===== config.mk =====
export PLATFORM = sky130hd
export DESIGN_NAME = instr_fetch
export DESIGN_NICKNAME = d
export VERILOG_FILES = /design/src/rtl/instr_fetch.sv
export SDC_FILE = /design/constraint.sdc
export NUM_CORES = 1
export LEC_CHECK = 0
export BUFFER_PORTS_ARGS = -buffer_cell sky130_fd_sc_hd__buf_4
export CORE_ASPECT_RATIO = 0.5
export CORE_MARGIN = 2
export CORE_UTILIZATION = 54
export CTS_CLUSTER_SIZE = 40
export DETAILED_ROUTE_END_ITERATION = 8
export PLACE_DENSITY = 0.78
export SLEW_MARGIN = 10
export SYNTH_ARGS = -nofsm -noshare
export SYNTH_HDL_FRONTEND = slang
export SYNTH_SLANG_ARGS = --single-unit

===== constraint.sdc =====
create_clock -name clk_i -period 2.1 [get_ports clk_i]
set_input_delay 0.105 -clock clk_i [delete_from_list [all_inputs] [get_ports clk_i]]
set_output_delay 0.105 -clock clk_i [all_outputs]
set_load 0.03 [all_outputs]

===== src/rtl/instr_fetch.sv =====
// Instruction fetch stage. Drives the instruction memory address from the
// fetch PC and decodes RV32C vs 32-bit length from the returned word. The PC
// advances by 2 or 4, and each fetched {pc, instr, is_c} goes into a small
// FIFO. Decode drains the FIFO with valid/ready. A redirect flushes the FIFO
// and restarts fetch at the target.
module instr_fetch #(
  parameter logic [31:0] RESET_PC = 32'h0000_0000,
  parameter int          DEPTH    = 2
) (
  input  logic        clk_i,
  input  logic        rst_ni,
  output logic [31:0] IMemAddr_o,
  input  logic [31:0] IMemData_i,
  input  logic        redirect_i,
  input  logic [31:0] redirect_pc_i,
  output logic        instr_valid_o,
  input  logic        instr_ready_i,
  output logic [31:0] instr_o,
  output logic [31:0] instr_pc_o,
  output logic        instr_is_c_o
);

  // DEPTH is a power of two, so pointers wrap naturally at PW bits.
  localparam int PW = (DEPTH > 1) ? $clog2(DEPTH) : 1;
  localparam int CW = PW + 1;

  logic [31:0]   fetch_pc_q, fetch_pc_d;
  logic [CW-1:0] count_q, count_d;
  logic [PW-1:0] rd_ptr_q, rd_ptr_d;
  logic [PW-1:0] wr_ptr_q, wr_ptr_d;

  // The FIFO is held in registers so that reset can clear the head outputs.
  logic [31:0] mem_pc_q    [DEPTH];
  logic [31:0] mem_pc_d    [DEPTH];
  logic [31:0] mem_instr_q [DEPTH];
  logic [31:0] mem_instr_d [DEPTH];
  logic        mem_c_q     [DEPTH];
  logic        mem_c_d     [DEPTH];

  logic        is_c;
  logic [31:0] fetch_instr;
  logic        valid;
  logic        pop;
  logic        push;

  // Length decode of the word at fetch_pc, and handshake terms.
  always_comb begin
    is_c        = (IMemData_i[1:0] != 2'b11);
    fetch_instr = is_c ? {16'h0000, IMemData_i[15:0]} : IMemData_i;
    // A redirect hides the head, so no handshake completes in that cycle.
    valid       = (count_q != '0) & ~redirect_i;
    pop         = valid & instr_ready_i;
    // When full, a simultaneous pop frees the slot that the push uses.
    push        = ~redirect_i & ((count_q < CW'(DEPTH)) | pop);
  end

  // Next-state logic for the fetch PC, the pointers and the occupancy.
  always_comb begin
    fetch_pc_d = fetch_pc_q;
    count_d    = count_q;
    rd_ptr_d   = rd_ptr_q;
    wr_ptr_d   = wr_ptr_q;
    if (redirect_i) begin
      fetch_pc_d = {redirect_pc_i[31:1], 1'b0};
      count_d    = '0;
      rd_ptr_d   = '0;
      wr_ptr_d   = '0;
    end else begin
      if (push) begin
        fetch_pc_d = fetch_pc_q + (is_c ? 32'd2 : 32'd4);
        wr_ptr_d   = wr_ptr_q + PW'(1);
      end
      if (pop) begin
        rd_ptr_d = rd_ptr_q + PW'(1);
      end
      count_d = count_q + CW'(push) - CW'(pop);
    end
  end

  // Write the fetched entry into the slot at the write pointer.
  always_comb begin
    for (int i = 0; i < DEPTH; i++) begin
      mem_pc_d[i]    = mem_pc_q[i];
      mem_instr_d[i] = mem_instr_q[i];
      mem_c_d[i]     = mem_c_q[i];
      if (push && (wr_ptr_q == PW'(i))) begin
        mem_pc_d[i]    = fetch_pc_q;
        mem_instr_d[i] = fetch_instr;
        mem_c_d[i]     = is_c;
      end
    end
  end

  // Control state registers.
  always_ff @(posedge clk_i or negedge rst_ni) begin
    if (!rst_ni) begin
      fetch_pc_q <= RESET_PC;
      count_q    <= '0;
      rd_ptr_q   <= '0;
      wr_ptr_q   <= '0;
    end else begin
      fetch_pc_q <= fetch_pc_d;
      count_q    <= count_d;
      rd_ptr_q   <= rd_ptr_d;
      wr_ptr_q   <= wr_ptr_d;
    end
  end

  // FIFO storage registers. These are cleared on reset so the head reads 0.
  always_ff @(posedge clk_i or negedge rst_ni) begin
    if (!rst_ni) begin
      for (int i = 0; i < DEPTH; i++) begin
        mem_pc_q[i]    <= '0;
        mem_instr_q[i] <= '0;
        mem_c_q[i]     <= 1'b0;
      end
    end else begin
      for (int i = 0; i < DEPTH; i++) begin
        mem_pc_q[i]    <= mem_pc_d[i];
        mem_instr_q[i] <= mem_instr_d[i];
        mem_c_q[i]     <= mem_c_d[i];
      end
    end
  end

  // The memory address is always the fetch PC. The head is read from the register.
  always_comb begin
    IMemAddr_o    = fetch_pc_q;
    instr_valid_o = valid;
    instr_o       = mem_instr_q[rd_ptr_q];
    instr_pc_o    = mem_pc_q[rd_ptr_q];
    instr_is_c_o  = mem_c_q[rd_ptr_q];
  end

endmodule


==> run metrics <==
outcome complete, no violations; Period minus WS final 2.012 ns; Max Slew Vio Count 0; Clock Root Buffer clkbuf_16; Req. time, crit path 2.00 ns; CORE AREA 13590 sq um; DP Area 9178 sq um; CP Launch Type flop; clk_lat worst skew 0.42 ns; vias in the first global route 6379; switching part of the total 37.38%; 1st-iter DRT viols 400; unrepaired setup endpoints after global routing no; Remaining Overflow, GRT 0; hold path depth 4; Vias 6183; deepest clock path buffer count 2; combinational share of power 39.8%; critical path type flop to output port; total track usage 27.52%; first-pass GRT wire length 32060 um; maxcap violations 0; WHS Endpoint mem_instr_q[32]; pin count of the biggest net entering global routing 55; Post-Place Worst Slack -0.05916 ns; Worst Skew 0.009902 ns; total CTS buffers 17; Starting Density 55.41%; Buffers on Ports 162; final hold violation count 0; CTS tree done; DR vias/cell 5.253; Yosys warnings 0; DR WL/cell 16.66 um; GP Congestion 0.7798; routed wl met3 886 um; worst r2r dst IMemAddr_o[27]; crit share post-route 95.81%; reg2reg setup slack 0.13 ns; Die Width 171.0 um; total die area 14960 sq um; Cell variety after synth 37; Ports 166; Max H-tree Level 4; Mapped Area 7530 sq um; pwr/cell area 1233 nW/um^2; Critical Path Fanout Max 35; WL met2 9955 um; non-filler cells, final 1177; Clk network pwr share 23.2%; Yosys reg bits 163; setup TNS 0 ns; Sequential Power Share 37.0%; Fin Hold WS 0.02377 ns; # clock sinks 163; Clock transition at path regs 0.06 ns; Hold/Removal Path Class primary input to flop; dpl cells 1083; reg2reg path depth 5; Routed Antenna Nets 0; FMAX 0.4970 GHz; WL final 19610 um; Pwr Total 12.81 mW; top layer in use met4; Post-Layout Inst Area 10390 sq um; Seq/Total Area, Yosys 54.17%; metal1 wirelength 8527 um; Reg-to-Reg Start IMemAddr_o[16]; Site Rows 30; # diodes 0; initial antenna violation count 0; switching pwr 4.788 mW; post-DP HPWL 12510 um; CP Data Arrival Time 1.91 ns; post-route worst setup slack 0.08805 ns; Filler Cell Count 926; drt pass-1 iters 5; leakage 4.921 nW; post-synthesis cell count 737; share of cells above drive strength 1 35.43%; Int Pwr 8.022 mW; Worst IR Drop VDD 713.4 uV; Synth Area per Inst 10.22 sq um; Final setup violation count 0; worst hold start IMemData_i[0]; Setup crit end kind output port; post-layout util 76.44%; synth-to-layout area growth 37.94%; Die H 87.50 um; crit path launch rd_ptr_q; final layout net count 1046; Residual DRC 0
-- metal layers --
layer	vias to the layer above	GRT usage [%]
met1	3050	35.83
li1	2939	-
met3	23	4.589
met2	171	48.02
met4	0	8.783
met5	-	0
-- registers in the layout, indices dropped and copies added, names as in the netlist --
| signal | flops |
|---|---|
| IMemAddr_o | 31 |
| count_q | 2 |
| mem_c_q | 2 |
| mem_instr_q | 64 |
| mem_pc_q | 62 |
| rd_ptr_q | 1 |
| wr_ptr_q | 1 |
-- worst max-delay path by stage --
stage | slack [ns] | to
2_1_floorplan | 0.1 | IMemAddr_o[28]
3_3_place_gp | -0.01 | IMemAddr_o[31]
3_5_place_dp | -0.06 | IMemAddr_o[31]
4_1_cts | 0.07 | IMemAddr_o[23]
5_1_grt | 0.02 | IMemAddr_o[28]
6_report | 0.09 | instr_pc_o[9]
-- cell usage after synthesis (all sizes together) --
master   instances  area [sq um]
maj3             1         10.01
nor4             4         46.29
a2111oi          1         8.760
nand4b           2         17.52
o21ai           69         345.3
buf             10         52.55
conb             1         3.750
a21oi            5         25.02
mux2i            3         30.03
clkinv           1         3.750
mux2           109          1227
nor2b            2         12.51
a31oi            5         31.28
inv              8         30.03
or4              1         11.26
nand3           10         60.06
or3              6         37.54
dfrtp          163          4079
nand4           14         87.58
nor3b            1         7.510
nor2            17         63.81
nand2          231         867.1
clkbuf          33         123.9
xor2            20         175.2
nor3             5         35.03
o211ai           1         7.510
ha               4         50.05
nand2b           1         6.260
and2             2         12.51
xnor2            7         61.31
-- layout by cell type (no fill, tap or decap), types with 6 or more instances in the layout --
cell and instances:
nand2_1 230, buf_4 189, dfrtp_1 162, mux2_2 109, o21ai_0 66, dlygate4sd3_1 63
xor2_1 20, clkbuf_16 17, nor2_1 16, nand4_1 14, inv_1 8, nand3_1 8
xnor2_1 7, buf_12 7, clkinvlp_4 6
-- cells by family after synthesis --
logic type	Yosys count	share of synthesized area, %
other cells	1	0.04980
xor+xnor	27	3.141
flops	163	54.17
compound gates	81	5.550
mux	112	16.70
buf+inv	52	2.792
fa+ha+maj	5	0.7976
simple gates	296	16.80
-- critical path: stages, from the launching register on --
cell and delay (ns):
dfrtp_2 0.62, buf_12 0.29, mux2_2 0.38, buf_4 0.17
-- area by class of cell --
cell class	count	area, sq um	area share, %
multi-input cells	523	3278	31.56
clock inverters	13	127.6	1.229
inverters	9	33.78	0.3253
clock buffers	17	425.4	4.096
repair buffers	260	2201	21.19
flip-flops and latches	163	4080	39.28
well taps	192	240.2	2.313
-- timing repair --
item / CTS / global route
buffers inserted: 0 / 1
hold buffers: 63 / 0
gates resized for setup: 1 / 2
endpoints found under the hold margin: 137 / 0
setup endpoints to repair: 1 / 7
pin swaps: 0 / 1
-- power groups by stage --
| stage | Combinational (mW) | Clock (mW) | Sequential [mW] |
|---|---|---|---|
| floorplan | 3.19 | 0 | 4.70 |
| global placement | 4.87 | 0 | 4.70 |
| detailed placement | 4.95 | 0 | 4.78 |
| CTS | 5.08 | 3.01 | 4.72 |
| global route | 5.45 | 3.14 | 4.86 |
| finish | 5.10 | 2.97 | 4.74 |
Note: power is estimated with default switching activity, not from simulation.
